[src/rtl/atm_bank_responder.sv]
// Bank-side authorizer: PIN check / withdrawal against a small account table.
// Response valid LATENCY cycles after accept; held stable until rsp_ready, one request in flight at a time.
module atm_bank_responder #(
   parameter int                 NUM_ACCTS    = 4,
   parameter int                 ACCT_W       = 2,
   parameter int                 PIN_W        = 16,
   parameter int                 AMT_W        = 16,
   parameter logic [PIN_W-1:0]   DEFAULT_PIN  = 16'h1234,
   parameter int                 INIT_BALANCE = 1000,
   parameter int                 MAX_TRIES    = 3,
   parameter int                 LATENCY      = 2
) (
   input  logic              clk,
   input  logic              rst,
   input  logic              req_valid,
   output logic              req_ready,
   input  logic              req_op,
   input  logic [ACCT_W-1:0] req_acct,
   input  logic [PIN_W-1:0]  req_pin,
   input  logic [AMT_W-1:0]  req_amount,
   output logic              rsp_valid,
   input  logic              rsp_ready,
   output logic              rsp_pin_correct,
   output logic              rsp_balance_ok,
   output logic              rsp_locked,
   output logic [AMT_W-1:0]  rsp_balance
);

   localparam logic [1:0] S_IDLE    = 2'd0;
   localparam logic [1:0] S_LOOKUP  = 2'd1;
   localparam logic [1:0] S_RESPOND = 2'd2;

   logic [1:0]        state_q, state_d;
   logic [2:0]        cnt_q, cnt_d;
   logic              op_q, op_d;
   logic [ACCT_W-1:0] acct_q, acct_d;
   logic [PIN_W-1:0]  pin_q, pin_d;
   logic [AMT_W-1:0]  amt_q, amt_d;

   logic [AMT_W-1:0]     bal_q [NUM_ACCTS];
   logic [AMT_W-1:0]     bal_d [NUM_ACCTS];
   logic [2:0]           fail_q [NUM_ACCTS];
   logic [2:0]           fail_d [NUM_ACCTS];
   logic [NUM_ACCTS-1:0] lock_q, lock_d;
   logic                 auth_vld_q, auth_vld_d;
   logic [ACCT_W-1:0]    auth_acct_q, auth_acct_d;

   logic              rsp_pin_correct_q, rsp_pin_correct_d;
   logic              rsp_balance_ok_q, rsp_balance_ok_d;
   logic              rsp_locked_q, rsp_locked_d;
   logic [AMT_W-1:0]  rsp_balance_q, rsp_balance_d;

   logic [AMT_W-1:0]  cur_bal;
   logic [2:0]        cur_fail;
   logic [2:0]        fail_nxt;
   logic              cur_lock;
   logic              pin_match;
   logic              authed;
   logic              approved;

   // PINs are never rewritten, so the table entry is just the reset formula.
   assign cur_bal   = bal_q[acct_q];
   assign cur_fail  = fail_q[acct_q];
   assign cur_lock  = lock_q[acct_q];
   assign fail_nxt  = (cur_fail >= 3'(MAX_TRIES)) ? cur_fail : cur_fail + 3'd1;
   assign pin_match = (pin_q == DEFAULT_PIN + PIN_W'(acct_q));
   assign authed    = auth_vld_q && (auth_acct_q == acct_q) && !cur_lock;
   assign approved  = authed && (amt_q != '0) && (amt_q <= cur_bal);

   always_comb begin
      state_d           = state_q;
      cnt_d             = cnt_q;
      op_d              = op_q;
      acct_d            = acct_q;
      pin_d             = pin_q;
      amt_d             = amt_q;
      bal_d             = bal_q;
      fail_d            = fail_q;
      lock_d            = lock_q;
      auth_vld_d        = auth_vld_q;
      auth_acct_d       = auth_acct_q;
      rsp_pin_correct_d = rsp_pin_correct_q;
      rsp_balance_ok_d  = rsp_balance_ok_q;
      rsp_locked_d      = rsp_locked_q;
      rsp_balance_d     = rsp_balance_q;

      case (state_q)
         S_IDLE: begin
            if (req_valid) begin
               op_d    = req_op;
               acct_d  = req_acct;
               pin_d   = req_pin;
               amt_d   = req_amount;
               cnt_d   = '0;
               state_d = S_LOOKUP;
            end
         end
         S_LOOKUP: begin
            if (cnt_q == 3'(LATENCY - 1)) begin
               state_d    = S_RESPOND;
               auth_vld_d = 1'b0;
               if (!op_q) begin
                  rsp_balance_ok_d = 1'b0;
                  rsp_balance_d    = cur_bal;
                  if (cur_lock) begin
                     rsp_pin_correct_d = 1'b0;
                     rsp_locked_d      = 1'b1;
                  end else if (pin_match) begin
                     rsp_pin_correct_d = 1'b1;
                     rsp_locked_d      = 1'b0;
                     fail_d[acct_q]    = '0;
                     auth_vld_d        = 1'b1;
                     auth_acct_d       = acct_q;
                  end else begin
                     rsp_pin_correct_d = 1'b0;
                     fail_d[acct_q]    = fail_nxt;
                     lock_d[acct_q]    = (fail_nxt == 3'(MAX_TRIES));
                     rsp_locked_d      = (fail_nxt == 3'(MAX_TRIES));
                  end
               end else begin
                  rsp_pin_correct_d = authed;
                  rsp_balance_ok_d  = approved;
                  rsp_locked_d      = cur_lock;
                  rsp_balance_d     = approved ? cur_bal - amt_q : cur_bal;
                  bal_d[acct_q]     = approved ? cur_bal - amt_q : cur_bal;
               end
            end else begin
               cnt_d = cnt_q + 3'd1;
            end
         end
         S_RESPOND: begin
            if (rsp_ready) state_d = S_IDLE;
         end
         default: state_d = S_IDLE;
      endcase
   end

   always_ff @(posedge clk) begin
      if (!rst) begin
         state_q           <= S_IDLE;
         cnt_q             <= '0;
         op_q              <= 1'b0;
         acct_q            <= '0;
         pin_q             <= '0;
         amt_q             <= '0;
         for (int i = 0; i < NUM_ACCTS; i++) begin
            bal_q[i]  <= AMT_W'(INIT_BALANCE);
            fail_q[i] <= '0;
         end
         lock_q            <= '0;
         auth_vld_q        <= 1'b0;
         auth_acct_q       <= '0;
         rsp_pin_correct_q <= 1'b0;
         rsp_balance_ok_q  <= 1'b0;
         rsp_locked_q      <= 1'b0;
         rsp_balance_q     <= '0;
      end else begin
         state_q           <= state_d;
         cnt_q             <= cnt_d;
         op_q              <= op_d;
         acct_q            <= acct_d;
         pin_q             <= pin_d;
         amt_q             <= amt_d;
         bal_q             <= bal_d;
         fail_q            <= fail_d;
         lock_q            <= lock_d;
         auth_vld_q        <= auth_vld_d;
         auth_acct_q       <= auth_acct_d;
         rsp_pin_correct_q <= rsp_pin_correct_d;
         rsp_balance_ok_q  <= rsp_balance_ok_d;
         rsp_locked_q      <= rsp_locked_d;
         rsp_balance_q     <= rsp_balance_d;
      end
   end

   assign req_ready       = (state_q == S_IDLE);
   assign rsp_valid       = (state_q == S_RESPOND);
   assign rsp_pin_correct = rsp_pin_correct_q;
   assign rsp_balance_ok  = rsp_balance_ok_q;
   assign rsp_locked      = rsp_locked_q;
   assign rsp_balance     = rsp_balance_q;

endmodule

[config.mk]
export PLATFORM = sky130hd
export DESIGN_NAME = atm_bank_responder
export DESIGN_NICKNAME = d
export VERILOG_FILES = /design/src/rtl/atm_bank_responder.sv
export SDC_FILE = /design/constraint.sdc
export NUM_CORES = 1
export LEC_CHECK = 0
export CORE_MARGIN = 1
export CORE_UTILIZATION = 55
export CTS_CLUSTER_SIZE = 20
export DETAILED_ROUTE_END_ITERATION = 8
export GPL_TIMING_DRIVEN = 1
export HOLD_SLACK_MARGIN = 0.12
export PLACE_DENSITY = 0.73
export SLEW_MARGIN = 20
export SYNTH_ARGS = -nofsm -noshare
export SYNTH_HDL_FRONTEND = slang
export SYNTH_SLANG_ARGS = --single-unit
[constraint.sdc]
create_clock -name clk -period 5.15 [get_ports clk]
set_clock_uncertainty 0.15 [all_clocks]
set_input_delay 0.515 -clock clk [delete_from_list [all_inputs] [get_ports clk]]
set_output_delay 0.515 -clock clk [all_outputs]
set_load 0.1 [all_outputs]
==> impl_metrics.ini <==
[global_routing]
grt_usage_pct = 29.1
grt_antenna_before_repair = 0
grt_overflow = 0
grt_pass1_wl_um = 29300
grt_max_degree = 64
grt_pass1_vias = 5754

[sta]
rsz0062_at_grt = no
fmax_mhz = 237
fin_crit_ns = 4.23
fin_crit_sh_pct = 82.1
setup_tns_ns = 0
slew-limit-headroom_pct = 30.2
finalSetupViolations = 0
tightest_slew_ns = 1.04
slew_viol_final = 0
hold_viol_final = 0

[setup_path]
path_max_fanout = 17
critPathKind = register to register
ff2ff_path_depth = 10
worst_setup_path_start_kind = register
worstSetupEndpointType = register
crit_required_ns = 5.34
arrival_ns = 4.41

[finish]
fillers = 1046
multi_input_area_mm2 = 0.00373
seqCellArea_mm2 = 0.00284
post-route-cell-area_mm2 = 0.00815
num_antenna_cells = 0
fin_nets = 902
fin_util_pct = 67.3
instances_no_fill = 1024
drive_gt1_share_pct = 9.58
syn_to_final_growth_pct = 18.0

[clock_network]
cts.path.max_buffers = 2
root_buffer = clkbuf_16
cts_buffers = 17
cts_tree = yes
post-cts-setup-buffers = 0
htree_num_levels = 4
path_clk_slew_ns = 0.06
clock_sink_count = 142
clock_latency_ns = 0.42
hold_buffers = 0
post_cts_resized = 0

[synthesis]
yosys_warnings = 0
synthTopCellsByCount = dfxtp_1 (142), a21oi_1 (129), nand2_1 (101)
synth_ff_type = dfxtp_1
synth_cell_types = 59
netlist_instances = 811
synth_nets = 870
synth_edf_count = 0
yosysTopAreaCellShare_pct = 41.2
synth.area.top_cells = dfxtp_1 (41%), a21oi_1 (9.3%), mux4_2 (5.9%)
synth_top_area_cell = dfxtp_1
yosysMostFrequentCell = dfxtp_1
ys_ff_latch = 142
synthArstFlopShare_pct = 0
synth_area_mm2 = 0.00691
synth-seq-area-share_pct = 41.2
syn_area_per_cell_um2 = 8.52

[min_path]
hold_class = register to register
hold_path_depth = 2

[outcome]
status = completed

[floorplanning]
die_w_um = 114
die_area_mm2 = 0.0130
rows = 40
start_util_pct = 57.0
die_h_um = 114
ios = 60
coreArea_mm2 = 0.0121

[power_and_ir_drop]
vdd_ir_drop_max_v = 0.000288
leakagePower_nw = 2.98
powerDensity_mw_per_mm2 = 333
total_power_mw = 2.72

[placed_design]
place_area_mm2 = 0.00755
io_buffers = 59
dp_cells = 992
place.gp.congestion = 0.938
dpl.hpwl_um = 12700

[detailed_routing]
drtIter0Drc = 480
wl_um = 18200
num_vias = 6030
viasPerCell = 5.89
wire_per_inst_um = 17.8
drc = 0
postRouteAntennaNets = 0
first_pass_iters = 5

[job]
maxCapViolations = 0
## metal layers
metal / GRT usage, % / wire, um
met1: 39.2 / 8260
met2: 46.2 / 8610
met5: 0 / 0
met4: 11.4 / 471
met3: 5.77 / 898
## sequential cells by signal, summed over array words and instances (netlist names), 2 cells and up
register,cells
amt_q,16
state_q,2
cnt_q,3
rsp_balance,16
fail_q,12
bal_q,64
acct_q,2
lock_q,4
auth_acct_q,2
pin_q,16
## logic make-up (layout without fill, tap and decap cells)
logic type      after synthesis  in the layout  share of synthesized area, %
simple gates                266            266                          18.6
compound gates              235            235                          19.0
flops                       142            142                          41.2
buf+inv                      84            129                          5.11
mux                          50             50                          10.6
fa+ha+maj                    20             20                          3.73
xor+xnor                     14             14                          1.78
## cell type report
class	count	area share, %
flip-flops and latches	142	34.9
well taps	168	2.58
repair buffers	69	8.17
clock inverters	11	1.57
inverters	28	1.29
multi-input cells	585	45.7
clock buffers	21	5.77
## critical path, stage by stage (launching register included)
cell,delay [ns]
dfxtp_1,0.89
buf_4,0.35
mux4_2,0.39
ha_1,0.37
o21a_1,0.21
o31ai_1,0.09
a21oi_1,0.20
o21a_1,0.26
o311ai_0,0.75
a21oi_1,0.30
a21oi_1,0.19
## report_power, final
group / leakage, nW / switching, mW / internal (mW) / total (mW)
combinational: 1.53 / 0.204 / 0.123 / 0.327
sequential: 1.15 / 0.0266 / 1.12 / 1.15
clock: 0.292 / 0.483 / 0.757 / 1.24
## cell usage in the layout (no fill, tap or decap), types with 4 or more instances in the layout
cell	n
dfxtp_1	141
a21oi_1	129
nand2_1	100
o21ai_0	67
clkdlybuf4s50_1	59
nor2_1	46
nor3_1	33
mux2i_1	28
inv_1	27
nand3_1	21
ha_1	19
mux4_2	18
clkbuf_16	17
xnor2_1	11
nand4_1	10
buf_4	10
o21a_1	7
and2_1	7
nand2b_1	6
a211oi_1	6
nor2b_1	6
nor4_1	5
or2_2	4
and3_1	4
mux2_2	4
nand3b_1	4
## path summary, 6_finish.rpt
path	end	start	slack (ns)
worst max register to register	bal_q[10]	acct_q[1]	0.92
worst min-delay path	pin_q[6]	pin_q[6]	0.31
worst min register to register	pin_q[6]	pin_q[6]	0.31
worst max-delay path	bal_q[10]	acct_q[1]	0.92
## stage by stage
step	hold slack [ns]	setup slack, ns
2_1_floorplan	0.282	1.41
3_3_place_gp	0.291	1.05
6_report	0.307	0.923
5_1_grt	0.329	0.709
4_1_cts	0.308	0.994
3_5_place_dp	0.299	1.00
Power figures use the tool's default switching activity.
